--- src/rtl/biriscv_decode_fifo_if.sv ---
// Fetch-to-decode handshake bundle for biriscv_decode_fifo.
// master drives fetch/pop requests, slave is the FIFO itself.
interface biriscv_decode_fifo_if #(
    parameter int LEVEL_W = 3
);
    logic               flush_i;
    logic               enable_muldiv_i;
    logic               fetch_valid_i;
    logic [31:0]        fetch_instr_i;
    logic [31:0]        fetch_pc_i;
    logic               fetch_fault_i;
    logic               fetch_accept_o;
    logic               out_valid_o;
    logic [31:0]        out_instr_o;
    logic [31:0]        out_pc_o;
    logic               out_fault_o;
    logic               out_invalid_o;
    logic               out_exec_o;
    logic               out_lsu_o;
    logic               out_branch_o;
    logic               out_mul_o;
    logic               out_div_o;
    logic               out_csr_o;
    logic               out_rd_valid_o;
    logic               out_accept_i;
    logic [LEVEL_W-1:0] level_o;

    modport master (
        output flush_i, enable_muldiv_i, fetch_valid_i,
        output fetch_instr_i, fetch_pc_i, fetch_fault_i,
        output out_accept_i,
        input  fetch_accept_o, out_valid_o, out_instr_o, out_pc_o,
        input  out_fault_o, out_invalid_o, out_exec_o, out_lsu_o,
        input  out_branch_o, out_mul_o, out_div_o, out_csr_o,
        input  out_rd_valid_o, level_o
    );

    modport slave (
        input  flush_i, enable_muldiv_i, fetch_valid_i,
        input  fetch_instr_i, fetch_pc_i, fetch_fault_i,
        input  out_accept_i,
        output fetch_accept_o, out_valid_o, out_instr_o, out_pc_o,
        output out_fault_o, out_invalid_o, out_exec_o, out_lsu_o,
        output out_branch_o, out_mul_o, out_div_o, out_csr_o,
        output out_rd_valid_o, level_o
    );
endinterface

--- src/rtl/biriscv_decode_fifo.sv ---
// Instruction FIFO that pre-decodes RV32IM class flags at push time.
// Optional BIRISCV_DECODE_FIFO_BYPASS_EN: empty-FIFO fetch-to-out bypass.
module biriscv_decode_fifo #(
    parameter int DEPTH   = 4,
    parameter int LEVEL_W = 3
) (
    input  logic clk_i,
    input  logic rst_ni,
    biriscv_decode_fifo_if.slave bus
);
    localparam int PTR_W = $clog2(DEPTH);

    typedef struct packed {
        logic fault;
        logic invalid;
        logic exec;
        logic lsu;
        logic branch;
        logic mul;
        logic div;
        logic csr;
        logic rd_valid;
    } flags_t;

    logic [31:0]        instr_q [DEPTH];
    logic [31:0]        pc_q    [DEPTH];
    flags_t             flags_q [DEPTH];
    logic [PTR_W-1:0]   wr_ptr_q;
    logic [PTR_W-1:0]   rd_ptr_q;
    logic [LEVEL_W-1:0] level_q;

    logic   empty;
    logic   accept;
    logic   take;
    logic   push;
    logic   pop;
    flags_t dec;
    flags_t out_flags;

    // Decode via mask/match on the whole word.
    logic [31:0] w;
    logic d_exec, d_load, d_store, d_jal, d_jalr, d_bxx;
    logic d_mul, d_div, d_csrr, d_sys, d_known;

    assign w = bus.fetch_instr_i;

    assign d_exec =
        ((w & 32'h0000007f) inside {32'h37, 32'h17}) ||
        ((w & 32'h0000707f) inside {32'h13, 32'h2013, 32'h3013,
                                    32'h4013, 32'h6013, 32'h7013}) ||
        ((w & 32'hfe00707f) inside {32'h1013, 32'h5013, 32'h40005013,
                                    32'h40000033, 32'h40005033}) ||
        ((w & 32'hfe00007f) == 32'h33);
    assign d_load  = (w & 32'h707f) inside {32'h0003, 32'h1003, 32'h2003,
                                            32'h4003, 32'h5003, 32'h6003};
    assign d_store = (w & 32'h707f) inside {32'h0023, 32'h1023, 32'h2023};
    assign d_jal   = (w & 32'h7f) == 32'h6f;
    assign d_jalr  = (w & 32'h707f) == 32'h67;
    assign d_bxx   = (w & 32'h707f) inside {32'h0063, 32'h1063, 32'h4063,
                                            32'h5063, 32'h6063, 32'h7063};
    assign d_mul   = bus.enable_muldiv_i &&
                     ((w & 32'hfe00407f) == 32'h02000033);
    assign d_div   = bus.enable_muldiv_i &&
                     ((w & 32'hfe00407f) == 32'h02004033);
    assign d_csrr  = (w & 32'h707f) inside {32'h1073, 32'h2073, 32'h3073,
                                            32'h5073, 32'h6073, 32'h7073};
    assign d_sys   =
        (w inside {32'h00000073, 32'h00100073,
                   32'h30200073, 32'h10500073}) ||
        ((w & 32'h707f) inside {32'h000f, 32'h100f}) ||
        ((w & 32'hfe007fff) == 32'h12000073) ||
        d_csrr;
    assign d_known = d_exec | d_load | d_store | d_jal | d_jalr |
                     d_bxx | d_mul | d_div | d_sys;

    always_comb begin
        dec = '0;
        if (bus.fetch_fault_i) begin
            dec.fault = 1'b1;
            dec.csr   = 1'b1;
        end else begin
            dec.invalid  = !d_known;
            dec.exec     = d_exec;
            dec.lsu      = d_load | d_store;
            dec.branch   = d_jal | d_jalr | d_bxx;
            dec.mul      = d_mul;
            dec.div      = d_div;
            dec.csr      = d_sys | !d_known;
            dec.rd_valid = d_exec | d_load | d_jal | d_jalr |
                           d_mul | d_div | d_csrr;
        end
    end

    assign empty  = (level_q == '0);
    assign accept = (level_q < LEVEL_W'(DEPTH));

`ifdef BIRISCV_DECODE_FIFO_BYPASS_EN
    assign take = empty && bus.fetch_valid_i &&
                  bus.out_accept_i && !bus.flush_i;
`else
    assign take = 1'b0;
`endif

    assign push = bus.fetch_valid_i && accept && !bus.flush_i && !take;
    assign pop  = !empty && bus.out_accept_i && !bus.flush_i;

    always_ff @(posedge clk_i or negedge rst_ni) begin
        if (!rst_ni) begin
            wr_ptr_q <= '0;
            rd_ptr_q <= '0;
            level_q  <= '0;
        end else if (bus.flush_i) begin
            wr_ptr_q <= '0;
            rd_ptr_q <= '0;
            level_q  <= '0;
        end else begin
            if (push)
                wr_ptr_q <= wr_ptr_q + 1'b1;
            if (pop)
                rd_ptr_q <= rd_ptr_q + 1'b1;
            if (push && !pop)
                level_q <= level_q + 1'b1;
            else if (pop && !push)
                level_q <= level_q - 1'b1;
        end
    end

    always_ff @(posedge clk_i) begin
        if (push) begin
            instr_q[wr_ptr_q] <= bus.fetch_instr_i;
            pc_q[wr_ptr_q]    <= bus.fetch_pc_i;
            flags_q[wr_ptr_q] <= dec;
        end
    end

    always_comb begin
        bus.out_valid_o = !empty;
        bus.out_instr_o = instr_q[rd_ptr_q];
        bus.out_pc_o    = pc_q[rd_ptr_q];
        out_flags       = empty ? '0 : flags_q[rd_ptr_q];
`ifdef BIRISCV_DECODE_FIFO_BYPASS_EN
        if (empty) begin
            bus.out_valid_o = bus.fetch_valid_i;
            bus.out_instr_o = bus.fetch_instr_i;
            bus.out_pc_o    = bus.fetch_pc_i;
            out_flags       = bus.fetch_valid_i ? dec : '0;
        end
`endif
    end

    assign bus.fetch_accept_o = accept;
    assign bus.level_o        = level_q;
    assign bus.out_fault_o    = out_flags.fault;
    assign bus.out_invalid_o  = out_flags.invalid;
    assign bus.out_exec_o     = out_flags.exec;
    assign bus.out_lsu_o      = out_flags.lsu;
    assign bus.out_branch_o   = out_flags.branch;
    assign bus.out_mul_o      = out_flags.mul;
    assign bus.out_div_o      = out_flags.div;
    assign bus.out_csr_o      = out_flags.csr;
    assign bus.out_rd_valid_o = out_flags.rd_valid;
endmodule
--- src/flat_wrapper.sv ---
// flat-port wrapper written by rule: the top's interface ports become plain ports
module biriscv_decode_fifo_flat 
#(
    parameter int DEPTH   = 4,
    parameter int LEVEL_W = 3
)
  (clk_i, rst_ni, bus_flush_i, bus_enable_muldiv_i, bus_fetch_valid_i, bus_fetch_instr_i, bus_fetch_pc_i, bus_fetch_fault_i, bus_out_accept_i, bus_fetch_accept_o, bus_out_valid_o, bus_out_instr_o, bus_out_pc_o, bus_out_fault_o, bus_out_invalid_o, bus_out_exec_o, bus_out_lsu_o, bus_out_branch_o, bus_out_mul_o, bus_out_div_o, bus_out_csr_o, bus_out_rd_valid_o, bus_level_o);
  biriscv_decode_fifo_if #(.LEVEL_W(LEVEL_W)) bus_i ();
  input  logic clk_i;
  input  logic rst_ni;
  input wire logic [$bits(bus_i.flush_i)-1:0] bus_flush_i;
  input wire logic [$bits(bus_i.enable_muldiv_i)-1:0] bus_enable_muldiv_i;
  input wire logic [$bits(bus_i.fetch_valid_i)-1:0] bus_fetch_valid_i;
  input wire logic [$bits(bus_i.fetch_instr_i)-1:0] bus_fetch_instr_i;
  input wire logic [$bits(bus_i.fetch_pc_i)-1:0] bus_fetch_pc_i;
  input wire logic [$bits(bus_i.fetch_fault_i)-1:0] bus_fetch_fault_i;
  input wire logic [$bits(bus_i.out_accept_i)-1:0] bus_out_accept_i;
  output wire logic [$bits(bus_i.fetch_accept_o)-1:0] bus_fetch_accept_o;
  output wire logic [$bits(bus_i.out_valid_o)-1:0] bus_out_valid_o;
  output wire logic [$bits(bus_i.out_instr_o)-1:0] bus_out_instr_o;
  output wire logic [$bits(bus_i.out_pc_o)-1:0] bus_out_pc_o;
  output wire logic [$bits(bus_i.out_fault_o)-1:0] bus_out_fault_o;
  output wire logic [$bits(bus_i.out_invalid_o)-1:0] bus_out_invalid_o;
  output wire logic [$bits(bus_i.out_exec_o)-1:0] bus_out_exec_o;
  output wire logic [$bits(bus_i.out_lsu_o)-1:0] bus_out_lsu_o;
  output wire logic [$bits(bus_i.out_branch_o)-1:0] bus_out_branch_o;
  output wire logic [$bits(bus_i.out_mul_o)-1:0] bus_out_mul_o;
  output wire logic [$bits(bus_i.out_div_o)-1:0] bus_out_div_o;
  output wire logic [$bits(bus_i.out_csr_o)-1:0] bus_out_csr_o;
  output wire logic [$bits(bus_i.out_rd_valid_o)-1:0] bus_out_rd_valid_o;
  output wire logic [$bits(bus_i.level_o)-1:0] bus_level_o;
  assign bus_i.flush_i = bus_flush_i;
  assign bus_i.enable_muldiv_i = bus_enable_muldiv_i;
  assign bus_i.fetch_valid_i = bus_fetch_valid_i;
  assign bus_i.fetch_instr_i = bus_fetch_instr_i;
  assign bus_i.fetch_pc_i = bus_fetch_pc_i;
  assign bus_i.fetch_fault_i = bus_fetch_fault_i;
  assign bus_i.out_accept_i = bus_out_accept_i;
  assign bus_fetch_accept_o = bus_i.fetch_accept_o;
  assign bus_out_valid_o = bus_i.out_valid_o;
  assign bus_out_instr_o = bus_i.out_instr_o;
  assign bus_out_pc_o = bus_i.out_pc_o;
  assign bus_out_fault_o = bus_i.out_fault_o;
  assign bus_out_invalid_o = bus_i.out_invalid_o;
  assign bus_out_exec_o = bus_i.out_exec_o;
  assign bus_out_lsu_o = bus_i.out_lsu_o;
  assign bus_out_branch_o = bus_i.out_branch_o;
  assign bus_out_mul_o = bus_i.out_mul_o;
  assign bus_out_div_o = bus_i.out_div_o;
  assign bus_out_csr_o = bus_i.out_csr_o;
  assign bus_out_rd_valid_o = bus_i.out_rd_valid_o;
  assign bus_level_o = bus_i.level_o;
  biriscv_decode_fifo #(.DEPTH(DEPTH), .LEVEL_W(LEVEL_W)) u_core (.clk_i(clk_i), .rst_ni(rst_ni), .bus(bus_i));
endmodule
--- config.mk ---
export PLATFORM = sky130hd
export DESIGN_NAME = biriscv_decode_fifo_flat
export DESIGN_NICKNAME = d
export VERILOG_FILES = /design/src/rtl/biriscv_decode_fifo_if.sv /design/src/rtl/biriscv_decode_fifo.sv /design/src/flat_wrapper.sv
export SDC_FILE = /design/constraint.sdc
export NUM_CORES = 1
export LEC_CHECK = 0
export CORE_MARGIN = 4
export CORE_UTILIZATION = 58
export DETAILED_ROUTE_END_ITERATION = 10
export GPL_ROUTABILITY_DRIVEN = 0
export PLACE_DENSITY = 0.94
export SLEW_MARGIN = 20
export SYNTH_ARGS = -nofsm -noshare
export SYNTH_HDL_FRONTEND = slang
export SYNTH_SLANG_ARGS = --single-unit
--- constraint.sdc ---
create_clock -name clk_i -period 7.2 [get_ports clk_i]
set_input_delay 1.44 -clock clk_i [delete_from_list [all_inputs] [get_ports clk_i]]
set_output_delay 1.44 -clock clk_i [all_outputs]
set_load 0.1 [all_outputs]
==> flow_metrics.tcl <==
set metrics [dict create \
    leakage_uw 0.00447 \
    routed_wl_um 22500 \
    syn-instance-count 524 \
    synth_compound_area_frac 0.0186 \
    whs_ns 0.635 \
    synth_top_family_by_area "multiplexers" \
    yosys.cell_types.count 50 \
    syn2layout_area_growth_pct 23.7 \
    finalSetupViolCount 0 \
    synth-simple-area-share 0.0380 \
    dp_slack_ns 2.44 \
    slowest_stage "clkdlybuf4s50_1" \
    grt_max_degree 75 \
    clock_sinks 299 \
    synth_top_area_share 0.761 \
    synth_most_common_cell "edfxtp_1" \
    maxSlewViolCount 0 \
    dieArea_sq_um 22200 \
    crit_fanout 74 \
    yosysTopAreaCell "edfxtp_1" \
    post-dp-hpwl_um 13100 \
    ant_nets 0 \
    antenna_found_initial 0 \
    syn_avg_cell_area_sq_um 22.0 \
    worstMarginPinSlew_ns 1.09 \
    clockBufferDepth 3 \
    r2r-end "u_core.bus.level_o[1]$_DFFE_PN0P_" \
    total_power_uw 6100 \
    setup_tns_ns 0 \
    drive_above_1_share 0.185 \
    worst_slack_ns 2.40 \
    drc 0 \
    path_clk_slew_ns 0.05 \
    hold_path_depth 2 \
    synth_warnings 0 \
    fmax_mhz 208 \
    coreArea_sq_um 19500 \
    grt_pass1_wl_um 35000 \
    postCtsSetupRepairBufs 0 \
    fillers 1116 \
    cpPeakStageDelay_ns 1.19 \
    period_share 0.666 \
    wire_per_inst_um 23.1 \
    muxShareOfSynthArea 0.144 \
    synth_flop_cell "edfxtp_1" \
    grt_pass1_vias 6073 \
    ys_seq_area_frac 0.776 \
    insertion_delay_ns 0.55 \
    track_usage 0.204 \
    r2r_setup_slack_ns 4.60 \
    diodes 0 \
    critPathLaunchType "flop" \
    setup.worst_path.class "flop to primary output" \
    hold_viol 0 \
    async_flop_share 0.0234 \
    drt-vias-per-instance 5.96 \
    worstSetupEndpointType "primary output" \
    status "finished, final reports clean" \
    initial_core_util 0.590 \
    seqCellArea_sq_um 8950 \
    ir_worst_vdd_mv 0.310 \
    first_pass_iters 6 \
    rr_worst_depth 6 \
    clockRootBuffer "clkbuf_16" \
    syn_nets 600 \
    fin_util 0.730 \
    ys_ff_latch 299 \
    syn_area_sq_um 11500 \
    io_buffers 148 \
    synthTopCellsByCount "292 x edfxtp_1, 73 x mux4_2, 22 x nor2_1" \
    holdCritPathClass "flop to flop" \
    cts-htree-levels 1 \
    synthXorXnorAreaFrac 0.00456 \
    fin_skew_ns 0.0277 \
    worstPathCellList "mux4_2 -> and2_1 -> clkdlybuf4s50_1" \
    max_cap_violations 0 \
    die_y_um 149 \
    multiInputGateArea_sq_um 2440 \
    cts_tree "built" \
    worstPathRequired_ns 5.76 \
    cts_resized 0 \
    grt_overflow_total 0 \
    io_pins 149 \
    dr.first_iter.drc_count 448 \
    cts_hold_buffers 0 \
    synthAdderAreaFrac 0.00608 \
    pwr_density_cell_nw_per_um2 428 \
    synth.area.top_cells "edfxtp_1 76%, mux4_2 14%, dfrtp_1 1.5%" \
    r2r_start "u_core.bus.level_o[0]$_DFFE_PN0P_" \
    num_rows 51 \
    nets 760 \
    max_slew_margin 0.275 \
    die_w_um 149 \
    min_from "u_core.wr_ptr_q[0]$_DFFE_PN0P_" \
    arrival_ns 3.36 \
    min_to "u_core.wr_ptr_q[0]$_DFFE_PN0P_" \
    numCtsBuffers 29 \
    synth_edf_count 292 \
    vias 5796 \
    rsz0062_at_grt "false" \
    period_needed_ns 4.80 \
]
final cells by class:
cell class / instances / share of cell area
flip-flops and latches: 299 / 0.628
inverters: 10 / 0.00263
repair buffers: 154 / 0.114
well taps: 265 / 0.0233
clock buffers: 42 / 0.0564
clock inverters: 12 / 0.00474
multi-input cells: 190 / 0.171
per-layer routing:
layer	track usage	part of all wire
met1	0.272	0.38
met2	0.347	0.51
met3	0.0514	0.087
met4	0.0471	0.027
met5	0	0
sequential cells by signal, indices dropped and copies added (netlist names):
register            cells
u_core.flags_q         36
u_core.pc_q           128
u_core.rd_ptr_q         2
u_core.wr_ptr_q         2
u_core.instr_q        128
u_core.bus.level_o      3
worst max path at each step:
stage / startpoint / endpoint / slack [ns]
floorplan: u_core.bus.level_o[0]$_DFFE_PN0P_ / bus_out_branch_o / 2.69
global placement: u_core.rd_ptr_q[0]$_DFFE_PN0P_ / bus_out_pc_o[0] / 2.50
detailed placement: u_core.rd_ptr_q[0]$_DFFE_PN0P_ / bus_out_pc_o[12] / 2.44
CTS: u_core.rd_ptr_q[0]$_DFFE_PN0P_ / bus_out_pc_o[12] / 1.86
global route: u_core.rd_ptr_q[0]$_DFFE_PN0P_ / bus_out_pc_o[16] / 2.24
finish: u_core.rd_ptr_q[1]$_DFFE_PN0P_ / bus_out_branch_o / 2.40
per-stage QoR:
stage | cells | instance area [sq um]
CTS | 967 | 14100
finish | 972 | 14300
detailed placement | 913 | 13200
global placement | 913 | 13200
global route | 972 | 14300
floorplan | 524 | 11500
placed cells by master, fill, tap and decap left out, types with 5 or more instances in the layout:
cell and n:
buf_16 5, edfxtp_1 292, dfrtp_1 5, clkbuf_16 29
mux4_2 73, clkdlybuf4s50_1 148, inv_1 10, nor3_1 8
a21oi_1 5, clkbuf_1 10, nand2_1 6, nand3_1 8
clkinv_1 5, and2_1 9, nor2_1 22
logic make-up after synthesis:
group                    after synthesis
AO/OA/AOI/OAI                         27
XOR/XNOR                               6
adder cells (fa/ha/maj)                5
buffers and inverters                 35
flip-flops                           299
multiplexers                          74
AND/OR/NAND/NOR                       78
critical path: cells and delay by family (launching register included):
kind,cells,cell delay [ns]
buffers and inverters,1,1.19
DFF,1,1.13
muxes,1,0.37
and+or+nand+nor,1,0.13
where the power goes:
part	switching [uW]	internal (uW)	leakage (uW)
sequential	103	2050	0.00274
clock	606	776	0.000424
combinational	1860	709	0.00131
total	2570	3530	0.00447
(Power assumes the default switching activity.)
